## config.mk

```make
export PLATFORM = sky130hd
export DESIGN_NAME = ps2_kbd_fifo
export DESIGN_NICKNAME = d
export VERILOG_FILES = /design/src/rtl/ps2_kbd_fifo.sv
export SDC_FILE = /design/constraint.sdc
export NUM_CORES = 1
export LEC_CHECK = 0
export ABC_AREA = 1
export BUFFER_PORTS_ARGS = -buffer_cell sky130_fd_sc_hd__buf_2
export CAP_MARGIN = 20
export CORE_AREA = 2 2 121 123
export CTS_BUF_LIST = sky130_fd_sc_hd__clkbuf_4
export DETAILED_ROUTE_END_ITERATION = 12
export DIE_AREA = 0 0 123 125
export GPL_TIMING_DRIVEN = 0
export PLACE_DENSITY = 0.76
export SYNTH_ARGS = -nofsm -noshare
export SYNTH_HDL_FRONTEND = slang
export SYNTH_SLANG_ARGS = --single-unit
```

## constraint.sdc

```tcl
create_clock -name clk -period 5.06 [get_ports clk]
set_clock_uncertainty 0.2 [all_clocks]
set_input_delay 0.759 -clock clk [delete_from_list [all_inputs] [get_ports clk]]
set_output_delay 0.759 -clock clk [all_outputs]
set_load 0.02 [all_outputs]
```

## src/rtl/ps2_kbd_fifo.sv

```systemverilog
// PS/2 keyboard front end: folds E0/F0 prefixes into tagged key events and queues them in a FWFT FIFO.
// Optional prefix timeout is built when PS2_KBD_FIFO_TIMEOUT_EN is defined.
module ps2_kbd_fifo #(
    parameter int DEPTH          = 16,
    parameter int ERR_CNT_W      = 8,
    parameter int TIMEOUT_CYCLES = 2000000
) (
    input  logic                     clk,
    input  logic                     reset_n_i,
    input  logic [7:0]               ps2_kbd_code_i,
    input  logic                     ps2_kbd_strobe_i,
    input  logic                     ps2_kbd_err_i,
    input  logic                     rd_i,
    output logic [9:0]               data_o,
    output logic                     valid_o,
    output logic [$clog2(DEPTH):0]   count_o,
    output logic                     overflow_o,
    input  logic                     clr_overflow_i,
    output logic [ERR_CNT_W-1:0]     err_cnt_o
);
    localparam int AW = $clog2(DEPTH);
    localparam int CW = AW + 1;

    typedef enum logic [1:0] {IDLE, EXT, BRK, EXT_BRK} state_e;

    function automatic logic [ERR_CNT_W-1:0] sat_inc(input logic [ERR_CNT_W-1:0] v);
        return (&v) ? v : v + 1'b1;
    endfunction

    generate
        if (DEPTH < 2 || (DEPTH & (DEPTH - 1)) != 0 || TIMEOUT_CYCLES < 1) begin : g_param_check
            $error("ps2_kbd_fifo: DEPTH must be a power of two >= 2 and TIMEOUT_CYCLES >= 1");
        end
    endgenerate

    state_e               state_q, state_d;
    logic [AW-1:0]        wr_ptr_q, wr_ptr_d, rd_ptr_q, rd_ptr_d;
    logic [CW-1:0]        count_q, count_d;
    logic                 ovf_q, ovf_d;
    logic [ERR_CNT_W-1:0] err_q, err_d;
    logic [9:0]           mem [DEPTH];

    logic                 push, do_push, do_pop, drop, err_evt, tmo_expire;
    logic [9:0]           ev_data;

`ifdef PS2_KBD_FIFO_TIMEOUT_EN
    localparam int TW = $clog2(TIMEOUT_CYCLES + 1);
    logic [TW-1:0] tmo_q, tmo_d;

    // Counts strobe-free cycles spent in a prefix state; a strobe or error preempts expiry.
    always_comb begin
        tmo_d      = tmo_q + 1'b1;
        tmo_expire = 1'b0;
        if (state_q == IDLE || ps2_kbd_strobe_i || ps2_kbd_err_i) begin
            tmo_d = '0;
        end else if (tmo_q == TW'(TIMEOUT_CYCLES - 1)) begin
            tmo_d      = '0;
            tmo_expire = 1'b1;
        end
    end

    always_ff @(posedge clk) begin
        if (!reset_n_i) tmo_q <= '0;
        else            tmo_q <= tmo_d;
    end
`else
    assign tmo_expire = 1'b0;
`endif

    always_comb begin
        state_d = state_q;
        push    = 1'b0;
        err_evt = 1'b0;
        ev_data = {(state_q == BRK) || (state_q == EXT_BRK),
                   (state_q == EXT) || (state_q == EXT_BRK),
                   ps2_kbd_code_i};
        if (ps2_kbd_err_i) begin
            state_d = IDLE;
            err_evt = 1'b1;
        end else if (ps2_kbd_strobe_i) begin
            if (ps2_kbd_code_i == 8'hE0) begin
                state_d = EXT;
            end else if (ps2_kbd_code_i == 8'hF0) begin
                state_d = (state_q == EXT || state_q == EXT_BRK) ? EXT_BRK : BRK;
            end else begin
                push    = 1'b1;
                state_d = IDLE;
            end
        end else if (tmo_expire) begin
            state_d = IDLE;
            err_evt = 1'b1;
        end
    end

    // A full FIFO still accepts a push when the head is popped in the same cycle.
    always_comb begin
        do_pop   = rd_i && (count_q != '0);
        drop     = push && (count_q == CW'(DEPTH)) && !do_pop;
        do_push  = push && !drop;
        wr_ptr_d = wr_ptr_q + AW'(do_push);
        rd_ptr_d = rd_ptr_q + AW'(do_pop);
        count_d  = count_q + CW'(do_push) - CW'(do_pop);
        ovf_d    = ovf_q;
        if (drop)                ovf_d = 1'b1;
        else if (clr_overflow_i) ovf_d = 1'b0;
        err_d    = err_evt ? sat_inc(err_q) : err_q;
    end

    always_ff @(posedge clk) begin
        if (!reset_n_i) begin
            state_q  <= IDLE;
            wr_ptr_q <= '0;
            rd_ptr_q <= '0;
            count_q  <= '0;
            ovf_q    <= 1'b0;
            err_q    <= '0;
        end else begin
            state_q  <= state_d;
            wr_ptr_q <= wr_ptr_d;
            rd_ptr_q <= rd_ptr_d;
            count_q  <= count_d;
            ovf_q    <= ovf_d;
            err_q    <= err_d;
        end
    end

    always_ff @(posedge clk) begin
        if (do_push) mem[wr_ptr_q] <= ev_data;
    end

    assign valid_o    = (count_q != '0);
    assign data_o     = valid_o ? mem[rd_ptr_q] : 10'h000;
    assign count_o    = count_q;
    assign overflow_o = ovf_q;
    assign err_cnt_o  = err_q;

endmodule
```

==> flow_metrics.env, run 1 <==
export IMPL_status="finished, violations left"
export IMPL_violations="DRC"
export IMPL_max_freq_ghz=0.305
export IMPL_dp_hpwl_um=12000
export IMPL_cp_start_kind="flop"
export IMPL_cp_required_ns=4.10
export IMPL_syn_area_um2=7850
export IMPL_grt_overflow_total=0
export IMPL_maxSlewViolCount=0
export IMPL_yosysTopAreaCell="edfxtp_1"
export IMPL_initial_core_util=0.553
export IMPL_drt_total_wl_um=17900
export IMPL_fin_crit_ns=3.28
export IMPL_slew_headroom=0.290
export IMPL_synth_seq_cells=184
export IMPL_via_per_inst=5.60
export IMPL_gp_congestion=0.887
export IMPL_cts_buffer_depth=2
export IMPL_cts_tree="built"
export IMPL_hp_class="in2reg"
export IMPL_cts_buffers_inserted=17
export IMPL_clkTransAtPathRegs_ns=0.14
export IMPL_finalPower_mw=3.80
export IMPL_yosysWarnings=0
export IMPL_worstSetupEndpointType="primary output"
export IMPL_die_h_um=125
export IMPL_grt_max_degree=19
export IMPL_ys_seq_area_frac=0.673
export IMPL_slowest_stage="dfxtp_1"
export IMPL_synth_cell_types=27
export IMPL_syn_num_nets=748
export IMPL_grt_usage=0.245
export IMPL_irDropWorstVdd_mv=0.288
export IMPL_finalHoldViolations=0
export IMPL_cts_setup_buffers=0
export IMPL_rsz0062_at_grt="false"
export IMPL_finalSetupTns_ns=0
export IMPL_utilization=0.612
export IMPL_synth_cells=723
export IMPL_io_buffers=37
export IMPL_p_per_area_nw_per_um2=437
export IMPL_antenna_found_initial=1
export IMPL_tightest_slew_ns=1.06
export IMPL_io_pins=39
export IMPL_drtPass1Iterations=11
export IMPL_total_leakage_power_nw=3.37
export IMPL_cpPeakStageDelay_ns=0.39
export IMPL_drc=1
export IMPL_final_cells=986
export IMPL_yosys_top_cells_area="edfxtp_1 61%, nand2_1 12%, nand3_1 8.2%"
export IMPL_setup_viol=0
export IMPL_fin_hold_ws_ns=0.243
export IMPL_fin_crit_sh=0.649
export IMPL_grt_pass1_vias=5403
export IMPL_htreeDepth=4
export IMPL_grt_pass1_wl_um=27500
export IMPL_dieArea_um2=15400
export IMPL_yosys_area_top_type_share=0.612
export IMPL_cts_root_buf="clkbuf_4"
export IMPL_drive_gt1_frac=0.151
export IMPL_ant_nets=0
export IMPL_cts_sinks=184
export IMPL_cts_resized_gates=0
export IMPL_syn_area_per_cell_um2=10.9
export IMPL_path_max_fanout=10
export IMPL_dp_cells=951
export IMPL_drt_initial_drc_count=448
export IMPL_rows=44
export IMPL_path_cells="inv_1, ha_1, nand2_1, or2_1, clkinv_1, a21oi_1, buf_2"
export IMPL_drv_cap=0
export IMPL_final_nets=811
export IMPL_core_um2=14200
export IMPL_clk_latency_ns=0.57
export IMPL_path_class="reg2out"
export IMPL_routedWlPerCell_um=18.2
export IMPL_dieWidth_um=123
export IMPL_critPathArrivalTime_ns=2.32
export IMPL_areaGrowthSynthToFinish_pct=10.6
export IMPL_hold_buffers=0
export IMPL_vias=5520
## Yosys cell counts
library cell	instances
nand2_1	241
clkbuf_1	6
fa_1	1
nand3_1	129
nand4_2	2
o21bai_1	1
nand3b_1	2
nor3_1	16
buf_4	7
xor2_1	2
edfxtp_1	160
inv_2	2
nand4_1	3
buf_2	12
dfxtp_1	24
a21oi_2	1
nor2_1	16
xnor2_1	5
inv_1	34
inv_8	1
or2_1	1
clkbuf_2	1
clkinv_1	1
a21oi_1	25
ha_1	10
buf_6	12
o21ai_0	8
## registers in the layout (all words and copies together) (netlist names)
signal / count
count_o: 5
err_cnt_o: 8
mem: 160
overflow_o: 1
rd_ptr_q: 4
state_q: 2
wr_ptr_q: 4
## per-stage QoR
stage / setup slack (ns) / cell area, um^2
after detailed placement: 1.65 / 8360
after floorplan: 2.41 / 7850
after CTS: 1.79 / 8680
after global placement: 1.29 / 8270
after global routing: 1.58 / 8690
final: 1.78 / 8690
## cell usage in the layout (no fill, tap or decap), types with 4 or more instances in the layout
master	instances
nand3_1	129
nor3_1	6
inv_1	34
nor3_2	10
clkbuf_4	18
dfxtp_1	24
a21oi_1	25
nor2_1	16
buf_6	12
nand2_1	241
buf_2	52
o21ai_0	8
clkinv_1	4
buf_4	11
clkbuf_1	6
edfxtp_1	160
xnor2_1	5
bufinv_16	4
ha_1	10
## layout make-up
type	instances	area [um^2]
Fill cell	1135	5520
Buffer	38	275
Multi-Input combinational cell	463	2190
Sequential cell	184	5290
Clock buffer	18	135
Inverter	38	150
Timing Repair Buffer	44	230
Antenna cell	3	7.51
Clock inverter	14	181
Tap cell	184	230
## metal layers
metal	share of wire	vias up	routed length [um]	GRT usage
met5	0	-	0	0
met4	0.036	0	638	0.134
met3	0.074	49	1330	0.0557
met2	0.50	247	8890	0.400
met1	0.39	2605	7080	0.301
li1	-	2619	-	-
## cells by family after synthesis
| family | count (synthesis) | share of synthesized area |
|---|---|---|
| xor+xnor | 7 | 0.00781 |
| compound gates | 35 | 0.0231 |
| buf+inv | 76 | 0.0542 |
| fa+ha+maj | 11 | 0.0185 |
| flops | 184 | 0.673 |
| simple gates | 410 | 0.224 |
## worst max-delay path: cells and delay by family, from the launching register on
family                   cells  cell delay (ns)
AND/OR/NAND/NOR              2             0.30
flip-flops                   1             0.39
adder cells (fa/ha/maj)      1             0.21
AO/OA/AOI/OAI                1             0.28
buffers and inverters        3             0.57
## power breakdown
group / internal [mW] / total [mW] / switching [mW]
Clock: 0.392 / 0.869 / 0.477
Combinational: 0.411 / 1.22 / 0.807
Sequential: 1.68 / 1.71 / 0.0311
Total: 2.48 / 3.80 / 1.32
## worst paths after layout
| kind | startpoint | slack [ns] | cells after the start | end |
|---|---|---|---|---|
| worst max-delay path | count_o[2]$_SDFF_PN0_ | 1.78 | 7 | data_o[4] |
| worst min-delay path | clr_overflow_i | 0.24 | 4 | overflow_o$_SDFFE_PN0P_ |
| worst max register to register | count_o[2]$_SDFF_PN0_ | 2.25 | 7 | mem[8][5]$_DFFE_PP_ |
| worst min register to register | state_q[0]$_SDFFE_PP0P_ | 0.26 | 2 | state_q[0]$_SDFFE_PP0P_ |
Note: power is estimated with default switching activity, not from simulation.
==> run 2, diff against run 1 <==
--- a/config.mk
+++ b/config.mk
@@ -5,13 +5,13 @@
 export SDC_FILE = /design/constraint.sdc
 export NUM_CORES = 1
 export LEC_CHECK = 0
-export ABC_AREA = 1
+export ABC_AREA = 0
 export BUFFER_PORTS_ARGS = -buffer_cell sky130_fd_sc_hd__buf_2
 export CAP_MARGIN = 20
-export CORE_AREA = 2 2 121 123
+export CORE_AREA = 2 2 118 120
 export CTS_BUF_LIST = sky130_fd_sc_hd__clkbuf_4
 export DETAILED_ROUTE_END_ITERATION = 12
-export DIE_AREA = 0 0 123 125
+export DIE_AREA = 0 0 120 122
 export GPL_TIMING_DRIVEN = 0
 export PLACE_DENSITY = 0.76
 export SYNTH_ARGS = -nofsm -noshare
==> constraint.sdc (replaced) <==
create_clock -name clk -period 3.2 [get_ports clk]
set_clock_uncertainty 0.2 [all_clocks]
set_input_delay 0.48 -clock clk [delete_from_list [all_inputs] [get_ports clk]]
set_output_delay 0.48 -clock clk [all_outputs]
set_load 0.02 [all_outputs]
==> flow_metrics.env, run 2 <==
export IMPL_gp_congestion=0.800
export IMPL_hp_class="in2reg"
export IMPL_rr_worst_depth=14
export IMPL_layout_commonest_cell="edfxtp_1"
export IMPL_vias=3989
export IMPL_yosys_top_cells_area="edfxtp_1 64%, mux4_2 9.9%, dfxtp_1 6.4%"
export IMPL_swShare=0.292
export IMPL_cts_tree="built"
export IMPL_drive_gt1_frac=0.339
export IMPL_path_buf_inv=3
export IMPL_critPathArrivalTime_ns=2.45
export IMPL_synth_seq_cells=184
export IMPL_tightest_slew_ns=0.946
export IMPL_cts_sinks=184
export IMPL_rows=43
export IMPL_seqPwrFrac=0.496
export IMPL_netlist_top_cells_count="160 x edfxtp_1, 33 x mux4_2, 24 x dfxtp_1"
export IMPL_synthMostInstantiatedCell="edfxtp_1"
export IMPL_initial_core_util=0.554
export IMPL_ant_nets=0
export IMPL_dieArea_um2=14600
export IMPL_cts_root_buf="clkbuf_4"
export IMPL_comb_power_share=0.275
export IMPL_total_leakage_power_nw=2.81
export IMPL_dp_hpwl_um=9930
export IMPL_wl_met2_um=7690
export IMPL_cp_top_family="compound AO/OA/AOI/OAI gates"
export IMPL_antenna_found_initial=0
export IMPL_ys_seq_area_frac=0.706
export IMPL_routedWlPerCell_um=21.6
export IMPL_syn_num_nets=437
export IMPL_slowest_stage="mux4_2"
export IMPL_max_freq_ghz=0.319
export IMPL_cts_buffer_depth=2
export IMPL_htreeDepth=4
export IMPL_design_area_um2=8550
export IMPL_antennaDiodeCount=0
export IMPL_yosysTopAreaCell="edfxtp_1"
export IMPL_drtPass1Iterations=4
export IMPL_grt_pass1_wl_um=22900
export IMPL_yosysWarnings=0
export IMPL_regMostFlops="mem"
export IMPL_final_nets=511
export IMPL_synth_cell_types=45
export IMPL_grt_max_degree=19
export IMPL_syn_area_per_cell_um2=18.2
export IMPL_core_um2=13500
export IMPL_via_per_inst=5.88
export IMPL_dr_max_layer_used="met4"
export IMPL_final_cell_mix="160 x edfxtp_1, 38 x buf_2, 34 x mux4_2"
export IMPL_io_buffers=38
export IMPL_dieWidth_um=120
export IMPL_grt_pass1_vias=4129
export IMPL_largest_register_ff_count=160
export IMPL_wl_met3_um=696
export IMPL_cts_buffers_inserted=17
export IMPL_fin_crit_ns=3.13
export IMPL_drt_initial_drc_count=356
export IMPL_path_cells="buf_8, buf_12, mux4_2, a211oi_1, a211oi_2, buf_2"
export IMPL_die_h_um=122
export IMPL_clockPowerShare=0.229
export IMPL_ys_flop_type="edfxtp_1"
export IMPL_path_max_fanout=6
export IMPL_cp_required_ns=2.52
export IMPL_postPlaceCellArea_um2=8100
export IMPL_p_per_area_nw_per_um2=640
export IMPL_drc=0
export IMPL_path_depth=6
export IMPL_fillers=945
export IMPL_irDropWorstVdd_mv=0.433
export IMPL_areaGrowthSynthToFinish_pct=14.3
export IMPL_async_reset_ff_frac=0
export IMPL_grt_overflow_total=0
export IMPL_pre_cts_ws_ns=-0.306
export IMPL_path_class="reg2out"
export IMPL_met1Wirelength_um=5990
export IMPL_fin_crit_sh=0.979
export IMPL_setup_viol=0
export IMPL_cp_start_kind="flop"
export IMPL_drt_total_wl_um=14700
export IMPL_clk_latency_ns=0.56
export IMPL_finalHoldViolations=0
export IMPL_status="completed"
export IMPL_synth_edff_count=160
export IMPL_clkTransAtPathRegs_ns=0.13
export IMPL_slew_headroom=0.366
export IMPL_holdPathStages=3
export IMPL_intPower_mw=3.88
export IMPL_timing_final_ws_setup_ns=0.0684
export IMPL_io_pins=39
export IMPL_utilization=0.633
export IMPL_r2r_slack_ns=0.19
export IMPL_syn_area_um2=7490
export IMPL_grt_usage=0.218
export IMPL_drv_cap=0
export IMPL_fin_hold_ws_ns=0.0569
export IMPL_switching_power_mw=1.60
export IMPL_maxSlewViolCount=0
export IMPL_synth_cells=412
export IMPL_worstSetupEndpointType="primary output"
export IMPL_cpPeakStageDelay_ns=0.48
export IMPL_yosys_area_top_type_share=0.642
export IMPL_finalSetupTns_ns=0
[run 2: what timing repair did]
action / 4_1_cts / 5_1_grt
endpoints found under the setup margin: 10 / 8
gates resized for setup: 19 / 16
cloned: 0 / 1
pin swaps: 0 / 2
buffers inserted: 0 / 1
endpoints found under the hold margin: 6 / 0
hold buffers: 4 / 0
[run 2: power groups by stage]
stage	Sequential [mW]	Clock, mW	Combinational, mW
detailed placement	2.76	0	1.37
global route	2.72	1.38	1.63
finish	2.72	1.25	1.51
floorplan	2.79	0	0.934
CTS	2.72	1.27	1.43
global placement	2.76	0	1.32
[run 2: final timing paths]
check	from	endpoint
worst max-delay path	rd_ptr_q[1]$_SDFF_PN0_	data_o[0]
worst min-delay path	ps2_kbd_strobe_i	state_q[1]$_SDFFE_PP0P_
worst max register to register	count_o[2]$_SDFF_PN0_	count_o[4]$_SDFF_PN0_
worst min register to register	err_cnt_o[1]$_SDFFE_PN0P_	err_cnt_o[1]$_SDFFE_PN0P_
[run 2: per-layer routing]
metal  vias to the layer above  track usage
met2                       118        0.368
met3                        23       0.0501
li1                       1798            -
met1                      2050        0.280
met5                         -            0
met4                         0       0.0787
[run 2: worst min-delay path, cell delays in order]
cell	delay, ns
buf_2	0.12
a31oi_1	0.13
nor3_1	0.05
[run 2: metrics by stage]
stage | cells | total power [mW]
detailed placement | 642 | 4.13
global route | 678 | 5.73
finish | 678 | 5.48
CTS | 677 | 5.42
floorplan | 412 | 3.72
global placement | 630 | 4.08
[run 2: area by class of cell]
class / instances / area (um^2) / share of cell area
flip-flops and latches: 184 / 5290 / 0.618
multi-input cells: 195 / 2190 / 0.256
repair buffers: 56 / 370 / 0.0433
well taps: 180 / 225 / 0.0263
plain buffers: 22 / 165 / 0.0193
clock buffers: 19 / 143 / 0.0167
clock inverters: 12 / 134 / 0.0157
inverters: 10 / 37.5 / 0.00439
[run 2: cells by family (layout without fill, tap and decap cells)]
family / Yosys count / count (layout) / share of synthesized area
adder cells (fa/ha/maj): 11 / 11 / 0.0194
buffers and inverters: 33 / 119 / 0.0242
multiplexers: 52 / 52 / 0.140
AO/OA/AOI/OAI: 37 / 37 / 0.0344
AND/OR/NAND/NOR: 85 / 85 / 0.0643
flip-flops: 184 / 184 / 0.706
XOR/XNOR: 10 / 10 / 0.0117
